## src/rtl/ttt_pkg.sv

```systemverilog
// Shared definitions for the tic-tac-toe turn controller and its line checker.
package ttt_pkg;

  localparam int BOARD_W = 18;
  localparam int CELL_N  = 9;

  localparam logic [1:0] RES_PLAYING = 2'b00;
  localparam logic [1:0] RES_X_WIN   = 2'b01;
  localparam logic [1:0] RES_O_WIN   = 2'b10;
  localparam logic [1:0] RES_DRAW    = 2'b11;

  typedef enum logic [2:0] {
    ST_IDLE,
    ST_WAIT_KEY,
    ST_CHECK,
    ST_WRITE,
    ST_EVAL,
    ST_DONE
  } state_t;

  // Cell k (1..9) sits at bits [2(9-k)+1 : 2(9-k)]; the upper bit is O.
  function automatic logic [4:0] cell_bit(input logic [3:0] k, input logic is_o);
    logic [4:0] base;
    base = 5'd18 - {k, 1'b0};
    return base + {4'd0, is_o};
  endfunction

endpackage

```

## src/rtl/ttt_turn_ctrl_if.sv

```systemverilog
// Keypad/menu inputs and board/status outputs of the turn controller.
interface ttt_turn_ctrl_if;
  import ttt_pkg::*;

  logic               start;
  logic               key_valid;
  logic [3:0]         key_data;
  logic [BOARD_W-1:0] board;
  logic               turn_o;
  logic [1:0]         result;
  logic               game_over;
  logic               busy;
  logic               invalid_move;
  logic               timeout;

  modport master (
    output start, key_valid, key_data,
    input  board, turn_o, result, game_over, busy, invalid_move, timeout
  );

  modport slave (
    input  start, key_valid, key_data,
    output board, turn_o, result, game_over, busy, invalid_move, timeout
  );
endinterface

```

## src/rtl/ttt_line_check.sv

```systemverilog
// Combinational win/full detector for one player's marks on the packed board.
module ttt_line_check
  import ttt_pkg::*;
(
  input  logic [BOARD_W-1:0] board,
  input  logic               player,
  output logic               win,
  output logic               full
);

  logic [CELL_N-1:0] mark;
  logic [CELL_N-1:0] occ;

  always_comb begin
    mark = '0;
    occ  = '0;
    for (int k = 1; k <= CELL_N; k++) begin
      mark[k-1] = board[cell_bit(4'(k), player)];
      occ[k-1]  = board[cell_bit(4'(k), 1'b0)] | board[cell_bit(4'(k), 1'b1)];
    end
  end

  // mark[k-1] is cell k: rows, columns, then the two diagonals.
  assign win = (mark[0] & mark[1] & mark[2]) |
               (mark[3] & mark[4] & mark[5]) |
               (mark[6] & mark[7] & mark[8]) |
               (mark[0] & mark[3] & mark[6]) |
               (mark[1] & mark[4] & mark[7]) |
               (mark[2] & mark[5] & mark[8]) |
               (mark[0] & mark[4] & mark[8]) |
               (mark[2] & mark[4] & mark[6]);

  assign full = &occ;

endmodule

```

## src/rtl/ttt_turn_ctrl.sv

```systemverilog
// Tic-tac-toe move sequencer: sole writer of the board, tracks turn and result.
//   state    | meaning
//   IDLE     | no game, waiting for start
//   WAIT_KEY | waiting for the current player's key; turn timer runs
//   CHECK    | latched cell tested for occupancy
//   WRITE    | mover's mark written into the board
//   EVAL     | win/draw evaluated on the registered board
//   DONE     | game over, outputs frozen until start
module ttt_turn_ctrl
  import ttt_pkg::*;
#(
  parameter int TURN_TIMEOUT = 0,
  parameter int CNT_W        = 32
) (
  input  logic          clk,
  input  logic          rst,
  ttt_turn_ctrl_if.slave bus
);

  localparam bit               TO_EN   = (TURN_TIMEOUT > 0);
  localparam logic [CNT_W-1:0] TO_LAST = CNT_W'((TURN_TIMEOUT > 0) ? TURN_TIMEOUT - 1 : 0);

  state_t             state;
  logic [3:0]         cell_q;
  logic [CNT_W-1:0]   cnt;
  logic [BOARD_W-1:0] board_q;
  logic               turn_q;
  logic [1:0]         result_q;
  logic               game_over_q;
  logic               busy_q;
  logic               invalid_q;
  logic               timeout_q;
  logic               win;
  logic               full;
  logic               key_ok;
  logic               occupied;

  assign key_ok   = bus.key_valid && (bus.key_data >= 4'd1) && (bus.key_data <= 4'd9);
  assign occupied = board_q[cell_bit(cell_q, 1'b0)] | board_q[cell_bit(cell_q, 1'b1)];

  ttt_line_check u_line_check (
    .board  (board_q),
    .player (turn_q),
    .win    (win),
    .full   (full)
  );

  always_ff @(posedge clk) begin
    if (rst) begin
      state       <= ST_IDLE;
      cell_q      <= '0;
      cnt         <= '0;
      board_q     <= '0;
      turn_q      <= 1'b0;
      result_q    <= RES_PLAYING;
      game_over_q <= 1'b0;
      busy_q      <= 1'b0;
      invalid_q   <= 1'b0;
      timeout_q   <= 1'b0;
    end else begin
      invalid_q <= 1'b0;
      timeout_q <= 1'b0;
      case (state)
        ST_IDLE, ST_DONE: begin
          if (bus.start) begin
            board_q     <= '0;
            turn_q      <= 1'b0;
            result_q    <= RES_PLAYING;
            cnt         <= '0;
            game_over_q <= 1'b0;
            state       <= ST_WAIT_KEY;
          end
        end
        ST_WAIT_KEY: begin
          if (bus.start) begin
            board_q <= '0;
            turn_q  <= 1'b0;
            cnt     <= '0;
          end else if (key_ok) begin
            cell_q <= bus.key_data;
            cnt    <= '0;
            busy_q <= 1'b1;
            state  <= ST_CHECK;
          end else if (TO_EN && (cnt == TO_LAST)) begin
            timeout_q <= 1'b1;
            turn_q    <= ~turn_q;
            cnt       <= '0;
          end else if (TO_EN) begin
            cnt <= cnt + CNT_W'(1);
          end
        end
        ST_CHECK: begin
          if (occupied) begin
            invalid_q <= 1'b1;
            busy_q    <= 1'b0;
            cnt       <= '0;
            state     <= ST_WAIT_KEY;
          end else begin
            state <= ST_WRITE;
          end
        end
        ST_WRITE: begin
          board_q[cell_bit(cell_q, turn_q)] <= 1'b1;
          state <= ST_EVAL;
        end
        ST_EVAL: begin
          busy_q <= 1'b0;
          if (win) begin
            result_q    <= turn_q ? RES_O_WIN : RES_X_WIN;
            game_over_q <= 1'b1;
            state       <= ST_DONE;
          end else if (full) begin
            result_q    <= RES_DRAW;
            game_over_q <= 1'b1;
            state       <= ST_DONE;
          end else begin
            turn_q <= ~turn_q;
            cnt    <= '0;
            state  <= ST_WAIT_KEY;
          end
        end
        default: begin
          busy_q      <= 1'b0;
          game_over_q <= 1'b0;
          state       <= ST_IDLE;
        end
      endcase
    end
  end

  assign bus.board        = board_q;
  assign bus.turn_o       = turn_q;
  assign bus.result       = result_q;
  assign bus.game_over    = game_over_q;
  assign bus.busy         = busy_q;
  assign bus.invalid_move = invalid_q;
  assign bus.timeout      = timeout_q;

endmodule

```

## src/flat_wrapper.sv

```systemverilog
// flat-port wrapper written by rule: the top's interface ports become plain ports
module ttt_turn_ctrl_flat import ttt_pkg::*;
#(
  parameter int TURN_TIMEOUT = 0,
  parameter int CNT_W        = 32
)
  (clk, rst, bus_start, bus_key_valid, bus_key_data, bus_board, bus_turn_o, bus_result, bus_game_over, bus_busy, bus_invalid_move, bus_timeout);
  ttt_turn_ctrl_if bus_i ();
  input  logic clk;
  input  logic rst;
  input wire logic [$bits(bus_i.start)-1:0] bus_start;
  input wire logic [$bits(bus_i.key_valid)-1:0] bus_key_valid;
  input wire logic [$bits(bus_i.key_data)-1:0] bus_key_data;
  output wire logic [$bits(bus_i.board)-1:0] bus_board;
  output wire logic [$bits(bus_i.turn_o)-1:0] bus_turn_o;
  output wire logic [$bits(bus_i.result)-1:0] bus_result;
  output wire logic [$bits(bus_i.game_over)-1:0] bus_game_over;
  output wire logic [$bits(bus_i.busy)-1:0] bus_busy;
  output wire logic [$bits(bus_i.invalid_move)-1:0] bus_invalid_move;
  output wire logic [$bits(bus_i.timeout)-1:0] bus_timeout;
  assign bus_i.start = bus_start;
  assign bus_i.key_valid = bus_key_valid;
  assign bus_i.key_data = bus_key_data;
  assign bus_board = bus_i.board;
  assign bus_turn_o = bus_i.turn_o;
  assign bus_result = bus_i.result;
  assign bus_game_over = bus_i.game_over;
  assign bus_busy = bus_i.busy;
  assign bus_invalid_move = bus_i.invalid_move;
  assign bus_timeout = bus_i.timeout;
  ttt_turn_ctrl #(.TURN_TIMEOUT(TURN_TIMEOUT), .CNT_W(CNT_W)) u_core (.clk(clk), .rst(rst), .bus(bus_i));
endmodule
```

## config.mk

```make
export PLATFORM = sky130hd
export DESIGN_NAME = ttt_turn_ctrl_flat
export DESIGN_NICKNAME = d
export VERILOG_FILES = /design/src/rtl/ttt_pkg.sv /design/src/rtl/ttt_turn_ctrl_if.sv /design/src/rtl/ttt_line_check.sv /design/src/rtl/ttt_turn_ctrl.sv /design/src/flat_wrapper.sv
export SDC_FILE = /design/constraint.sdc
export NUM_CORES = 1
export LEC_CHECK = 0
export ABC_CLOCK_PERIOD_IN_PS = 3280
export CAP_MARGIN = 20
export CORE_MARGIN = 8
export CORE_UTILIZATION = 51
export DETAILED_ROUTE_END_ITERATION = 10
export GPL_TIMING_DRIVEN = 1
export MAX_ROUTING_LAYER = met4
export PLACE_DENSITY = 0.79
export SLEW_MARGIN = 20
export SYNTH_ARGS = -nofsm -noshare
export SYNTH_HDL_FRONTEND = slang
export SYNTH_SLANG_ARGS = --single-unit
```

## constraint.sdc

```tcl
create_clock -name clk -period 3.28 [get_ports clk]
set_input_delay 0.492 -clock clk [delete_from_list [all_inputs] [get_ports clk]]
set_output_delay 0.492 -clock clk [all_outputs]
set_load 0.01 [all_outputs]
```

==> out/qor_table.md, run 1 <==
| Stage | Item | Value |
| --- | --- | --- |
| route | Routed via count | 1672 |
| hold path | Worst min-delay path category | reg -> reg |
| flow run | Number of maximum-capacitance violations | 0 |
| global routing | Global-route wire length before repair | 7.57 mm |
| critical path | Setup CP Type | reg -> reg |
| route | First-pass detailed-route iteration total | 4 |
| route | Drt first-iter violations | 176 |
| route | Final antenna-violating net count | 0 |
| logic synthesis | Post-synthesis instance total | 211 |
| critical path | Worst reg2reg path startpoint | u_core.cell_q[1] |
| die | # rows | 21 |
| timing | Max Clk Rate | 401 MHz |
| die | Die area | 5400 sq um |
| global routing | Maximum number of pins on one net before global-route repair | 23 |
| timing | Transition time of the tightest slew-check pin | 0.808 ns |
| die | Starting density of the core | 51.7% |
| route | Vias/cell | 5.91 |
| hold path | Instance count along the most critical hold path | 2 |
| global routing | Number of antenna violations at the first check in global routing | 0 |
| logic synthesis | Share of async-settable or async-resettable flops after synthesis | 0% |
| cells and area | Number of antenna repair diodes | 0 |
| cts | Clock latency reported for the late side of the worst-skew pair | 0.33 ns |
| logic synthesis | Post-Synthesis Net Count | 220 |
| logic synthesis | Sequential cell area fraction in the yosys report | 36.8% |
| cells and area | Fraction of layout instances using a drive strength above 1 | 5.91% |
| cts | Number of buffers added by the clock tree synthesis step | 5 |
| die | Core ar. | 3260 sq um |
| critical path | Crit path capture | u_core.bus.invalid_move |
| die | Vertical die dimension | 73.5 um |
| cells and area | Count of non-filler cells in the finished layout | 283 |
| critical path | Endpoint kind of the worst setup timing path | flip-flop |
| timing | Fin crit period | 2.49 ns |
| placed design | Count of input and output buffers | 31 |
| critical path | Worst Reg2Reg Path Length in Cells | 6 |
| cts | Post-CTS clock slew at the launch and capture registers of the worst setup and hold paths | 0.10 ns |
| power and ir drop | Leakage power total | 0.678 nW |
| placed design | Final Wtd Congestion | 0.929 |
| critical path | Destination of the worst register-to-register timing path | u_core.bus.invalid_move |
| cts | CTS tree | done |
| cells and area | Layout Area Growth over Synthesis | 21.8% |
| global routing | Remaining global-route overflow | 0 |
| timing | Final setup skew | 0.00602 ns |
| logic synthesis | Number of synthesized register bits | 31 |
| critical path | Maximum fanout along the worst path | 12 |
| cts | Worst-case clock buffer depth | 2 |
| logic synthesis | Most frequently used flop master after synthesis | sky130_fd_sc_hd__dfxtp_1 |
| cts | Clock sink total | 31 |
| cells and area | Net total in the final layout | 245 |
| cells and area | Most common cell after layout, fill and taps aside | sky130_fd_sc_hd__nor2_1 |
| power and ir drop | Maximum vdd ir drop | 0.185 mV |
| logic synthesis | Avg Synthesized Cell Area | 7.98 sq um |
| cells and area | Leading cell types in the layout, fill and taps excluded | 35 x sky130_fd_sc_hd__nor2_1, 31 x sky130_fd_sc_hd__clkdlybuf4s50_1, 31 x sky130_fd_sc_hd__dfxtp_1, 22 x sky130_fd_sc_hd__a22oi_1, 13 x sky130_fd_sc_hd__nand2_1 |
| global routing | Vias in the first global route | 1628 |
| critical path | Element type at the critical path start | flip-flop |
| timing | Final Slew Violations | 0 |
| route | WL final | 4.43 mm |
| timing | Number of hold violations in the final report | 0 |
| cts | Postcts setup bufs | 0 |
| cts | Quantity of hold-fixing buffers added after cts | 0 |
| route | Routed wire per std cell | 15.6 um |
| critical path | Critical path origin | u_core.cell_q[1] |
| cts | # H-tree levels | 2 |
| cts | Root cell of the clock tree | sky130_fd_sc_hd__clkbuf_4 |
| logic synthesis | Post-synth design cell area | 1680 sq um |
| critical path | Reg-to-reg slack, setup | 0.79 ns |
| placed design | HPWL Detailed | 3.17 mm |
| timing | Setup tns final | 0 ns |
| timing | Worst-case headroom to the max-slew limit | 45.6% |
| die | Number of ports placed on the die boundary | 33 |
| power and ir drop | Pwr per Cell Area | 318 nW/um^2 |
| global routing | Overall routing resource usage | 18.3% |
| critical path | Data arrival time of the worst path | 2.73 ns |
| critical path | Required time of the worst setup path | 3.52 ns |
| logic synthesis | Synth warnings | 0 |
| die | Floorplan die width | 73.5 um |
| timing | Final setup violating endpoints | 0 |
| timing | Part of the cycle the worst path needs | 76.1% |
| logic synthesis | Post-synth cell types | 41 |
| timing | Unrepaired setup endpoints after global routing | false |
| logic synthesis | EDFF count, synth | 0 |
| route | Number of design rule violations left after detail routing | 0 |
| cts | Number of instances resized during post-cts repair | 0 |
| cells and area | Filler cell count | 323 |
| outcome | Result of the run | finished clean |
| placed design | Number of placed cells counting well taps | 275 |
-- cells in the mapped netlist (2+ instances only) --
library cell,n,share of area (%)
sky130_fd_sc_hd__o32ai_1,4,2.1
sky130_fd_sc_hd__nand2b_1,3,1.1
sky130_fd_sc_hd__nor3_1,8,2.4
sky130_fd_sc_hd__dfxtp_1,31,37
sky130_fd_sc_hd__a21oi_1,7,2.1
sky130_fd_sc_hd__or3_1,6,2.2
sky130_fd_sc_hd__mux2i_1,4,2.4
sky130_fd_sc_hd__clkbuf_1,12,2.7
sky130_fd_sc_hd__nand2_1,13,2.9
sky130_fd_sc_hd__o21ai_0,3,0.89
sky130_fd_sc_hd__a221oi_1,3,1.6
sky130_fd_sc_hd__a211oi_1,3,1.3
sky130_fd_sc_hd__nor3b_1,4,1.8
sky130_fd_sc_hd__nor2b_1,3,1.1
sky130_fd_sc_hd__o22ai_1,3,1.1
sky130_fd_sc_hd__buf_4,3,1.3
sky130_fd_sc_hd__nor4_1,3,1.1
sky130_fd_sc_hd__a21o_1,2,0.89
sky130_fd_sc_hd__nor2_1,35,7.8
sky130_fd_sc_hd__a2bb2oi_1,2,1.0
sky130_fd_sc_hd__nand4_1,6,2.2
sky130_fd_sc_hd__nor4b_1,3,1.6
sky130_fd_sc_hd__a31oi_1,2,0.74
sky130_fd_sc_hd__a22oi_1,22,9.8
sky130_fd_sc_hd__or4_1,2,0.89
sky130_fd_sc_hd__inv_1,9,2.0
-- worst max-delay path, cell delays in order (launching register included) --
cell and delay, ns:
sky130_fd_sc_hd__dfxtp_1 0.57, sky130_fd_sc_hd__inv_1 0.14, sky130_fd_sc_hd__ha_1 0.46, sky130_fd_sc_hd__or4b_2 0.70, sky130_fd_sc_hd__a21oi_1 0.19, sky130_fd_sc_hd__or3_1 0.14, sky130_fd_sc_hd__nor4b_1 0.22
-- routing by layer --
layer | track usage (%) | vias to the layer above | wire (um)
li1 | - | 832 | -
met1 | 22.2 | 764 | 2010
met2 | 26.6 | 66 | 1980
met3 | 4.77 | 10 | 327
met4 | 10.9 | 0 | 113
met5 | - | - | 0
-- how the worst min path moves through the flow --
stage                               startpoint              endpoint
after floorplan               u_core.cell_q[2]      u_core.cell_q[2]
after global placement        u_core.cell_q[2]      u_core.cell_q[2]
after detailed placement      u_core.cell_q[2]      u_core.cell_q[2]
after CTS                 u_core.bus.board[12]  u_core.bus.board[12]
after global routing      u_core.bus.board[12]  u_core.bus.board[12]
final                         u_core.cell_q[2]      u_core.cell_q[2]
-- where the power goes --
group | switching, mW | leakage, nW | internal [mW]
Clock | 0.137 | 0.0347 | 0.0797
Combinational | 0.0288 | 0.393 | 0.0218
Sequential | 0.00565 | 0.250 | 0.379
Total | 0.172 | 0.678 | 0.481
-- cell families (layout without fill, tap and decap cells) --
kind of cell,Yosys count,in the layout,synth area share (%)
AND/OR/NAND/NOR,95,95,29.3
adder cells (fa/ha/maj),1,1,0.743
multiplexers,5,5,3.71
flip-flops,31,31,36.9
other,1,1,0.223
buffers and inverters,24,50,6.02
XOR/XNOR,1,1,0.520
AO/OA/AOI/OAI,53,53,22.7
-- sequential cells by signal (all words and copies together), names as in the netlist --
signal                   cells
u_core.cell_q                4
u_core.bus.busy              1
u_core.bus.board            18
u_core.bus.game_over         1
u_core.bus.invalid_move      1
u_core.bus.result            2
u_core.state                 3
u_core.bus.turn_o            1
-- per-stage QoR --
stage	power (mW)	area (sq um)	setup WS, ns	util, %	hold slack (ns)
after global placement	0.443	2000	0.945	61.4	0.483
after global routing	0.680	2050	0.483	63.0	0.570
final	0.652	2050	0.785	63.0	0.506
after floorplan	0.425	1680	1.00	-	0.463
after detailed placement	0.443	2000	0.824	61.4	0.491
after CTS	0.656	2050	0.796	63.0	0.511
-- layout make-up --
| class | count | area [sq um] | area share, % |
|---|---|---|---|
| multi-input cells | 156 | 962 | 46.9 |
| flip-flops and latches | 31 | 621 | 30.2 |
| repair buffers | 33 | 325 | 15.9 |
| well taps | 46 | 57.6 | 2.80 |
| clock buffers | 5 | 37.5 | 1.83 |
| inverters | 9 | 33.8 | 1.65 |
| clock inverters | 3 | 15.0 | 0.732 |
Power figures use the tool's default switching activity.
==> inputs of run 2 (changes only) <==
- ABC_CLOCK_PERIOD_IN_PS: 3280 -> 2300
- clock period: 3.28 -> 2.3 ns (I/O delays scaled with it)
==> run 2 against run 1 <==
Effect of this change: flip-flop and latch count stayed put; final area is 5.2% higher; sequential share of layout area is 1.5 points lower; via count is 5.7% higher; highest routed layer unchanged.
==> out/qor_table.md, run 2 (synthesis results as in run 1) <==
| Stage | Item | Value |
| --- | --- | --- |
| route | Number of design rule violations left after detail routing | 0 |
| global routing | Number of antenna violations at the first check in global routing | 0 |
| timing | Final worst-path setup slack | 0.211 ns |
| cells and area | Fraction of layout instances using a drive strength above 1 | 9.76% |
| cts | CTS tree | done |
| cts | Postcts setup bufs | 0 |
| route | Final antenna-violating net count | 0 |
| route | Routed met3 length | 342 um |
| placed design | Minimum setup slack after placement | 0.163 ns |
| route | Routed met1 length | 2.10 mm |
| timing | Transition time of the tightest slew-check pin | 0.517 ns |
| critical path | Setup CP Type | reg -> reg |
| route | Vias/cell | 6.05 |
| power and ir drop | Leakage power total | 0.738 nW |
| cells and area | Reg area | 621 sq um |
| cells and area | Leading cell types in the layout, fill and taps excluded | 35 x sky130_fd_sc_hd__nor2_1, 31 x sky130_fd_sc_hd__clkdlybuf4s50_1, 31 x sky130_fd_sc_hd__dfxtp_1, 22 x sky130_fd_sc_hd__a22oi_1, 13 x sky130_fd_sc_hd__nand2_1 |
| cells and area | Number of flip-flops under the largest register name | 18 |
| route | WL final | 4.54 mm |
| critical path | Data arrival time of the worst path | 2.34 ns |
| flow run | Number of maximum-capacitance violations | 0 |
| die | Die area | 5400 sq um |
| route | Highest routing layer actually used | met4 |
| cts | Clock latency reported for the late side of the worst-skew pair | 0.33 ns |
| route | Routed via count | 1768 |
| timing | Final setup skew | 0.00288 ns |
| global routing | Overall routing resource usage | 18.8% |
| route | Drt first-iter violations | 214 |
| cts | # H-tree levels | 2 |
| critical path | Element type at the critical path start | flip-flop |
| route | Routed wire per std cell | 15.5 um |
| timing | Number of hold violations in the final report | 0 |
| route | First-pass detailed-route iteration total | 5 |
| timing | Unrepaired setup endpoints after global routing | false |
| power and ir drop | Maximum vdd ir drop | 0.357 mV |
| cells and area | Final standard cell utilization of the core | 66.2% |
| timing | Fin crit period | 2.09 ns |
| critical path | Maximum fanout along the worst path | 13 |
| die | Number of ports placed on the die boundary | 33 |
| timing | Final setup violating endpoints | 0 |
| cts | Number of buffers added by the clock tree synthesis step | 5 |
| power and ir drop | Pwr per Cell Area | 498 nW/um^2 |
| cells and area | Filler cell count | 297 |
| die | Starting density of the core | 51.7% |
| cells and area | Most common cell after layout, fill and taps aside | sky130_fd_sc_hd__nor2_1 |
| critical path | Required time of the worst setup path | 2.55 ns |
| timing | Setup tns final | 0 ns |
| outcome | Result of the run | finished clean |
| die | # rows | 21 |
| global routing | Maximum number of pins on one net before global-route repair | 31 |
| global routing | Vias in the first global route | 1579 |
| cells and area | Net total in the final layout | 254 |
| placed design | HPWL Detailed | 3.29 mm |
| placed design | Final Wtd Congestion | 0.954 |
| cells and area | Count of non-filler cells in the finished layout | 292 |
| placed design | Count of input and output buffers | 31 |
| hold path | Worst min-delay path category | reg -> reg |
| die | Floorplan die width | 73.5 um |
| placed design | Number of placed cells counting well taps | 284 |
| cells and area | Footprint of the multi-input gates | 967 sq um |
| timing | Worst-case headroom to the max-slew limit | 65.5% |
| timing | Max Clk Rate | 479 MHz |
| critical path | Endpoint kind of the worst setup timing path | flip-flop |
| route | Total length of routed met2 wires | 2.01 mm |
| cts | Post-CTS clock slew at the launch and capture registers of the worst setup and hold paths | 0.10 ns |
| timing | Final Slew Violations | 0 |
| global routing | Global-route wire length before repair | 7.68 mm |
| cts | Worst-case clock buffer depth | 2 |
| timing | Part of the cycle the worst path needs | 90.8% |
| cts | Root cell of the clock tree | sky130_fd_sc_hd__clkbuf_4 |
| die | Vertical die dimension | 73.5 um |
| cells and area | Layout Area Growth over Synthesis | 28.2% |
| global routing | Remaining global-route overflow | 0 |
| die | Core ar. | 3260 sq um |
| cts | Clock sink total | 31 |
| cells and area | Number of antenna repair diodes | 0 |
## run 2: critical path, cell delays in order (launching register included)
cell and delay (ns):
sky130_fd_sc_hd__dfxtp_1 0.58, sky130_fd_sc_hd__o32ai_1 0.19, sky130_fd_sc_hd__or4_4 0.59, sky130_fd_sc_hd__or3_1 0.38
sky130_fd_sc_hd__a221oi_1 0.25
## run 2: final cells by class
class | count | share of cell area [%]
clock buffers | 6 | 2.38
clock inverters | 2 | 1.62
inverters | 9 | 1.57
multi-input cells | 156 | 44.8
flip-flops and latches | 31 | 28.8
well taps | 46 | 2.67
repair buffers | 42 | 18.2
## run 2: per-layer routing
metal	global-route usage [%]	vias up
li1	-	851
met1	24.7	812
met2	26.7	87
met3	3.14	18
met4	9.76	0
met5	-	-
## run 2: final timing paths
kind	cells past startpoint	from	to	slack (ns)
worst max-delay path	4	u_core.bus.turn_o	u_core.bus.result[1]	0.21
worst min-delay path	2	u_core.bus.board[12]	u_core.bus.board[12]	0.52
worst max register to register	4	u_core.bus.turn_o	u_core.bus.result[1]	0.21
worst min register to register	2	u_core.bus.board[12]	u_core.bus.board[12]	0.52
## run 2: what timing repair did
action                     in CTS  in global routing
hold buffers                    0                  0
setup endpoints to repair       0                  2
resized for setup               0                  1
## run 2: metrics by stage
stage / total power [mW] / hold WS [ns] / cell area [sq um]
after CTS: 1.09 / 0.519 / 2150
after global routing: 1.13 / 0.541 / 2160
after global placement: 0.636 / 0.498 / 2070
after floorplan: 0.606 / 0.463 / 1680
final: 1.08 / 0.523 / 2160
after detailed placement: 0.638 / 0.506 / 2070
## run 2: where the power goes
| group | switching [mW] | internal [mW] |
|---|---|---|
| clock | 0.192 | 0.257 |
| combinational | 0.0452 | 0.0353 |
| sequential | 0.00546 | 0.541 |
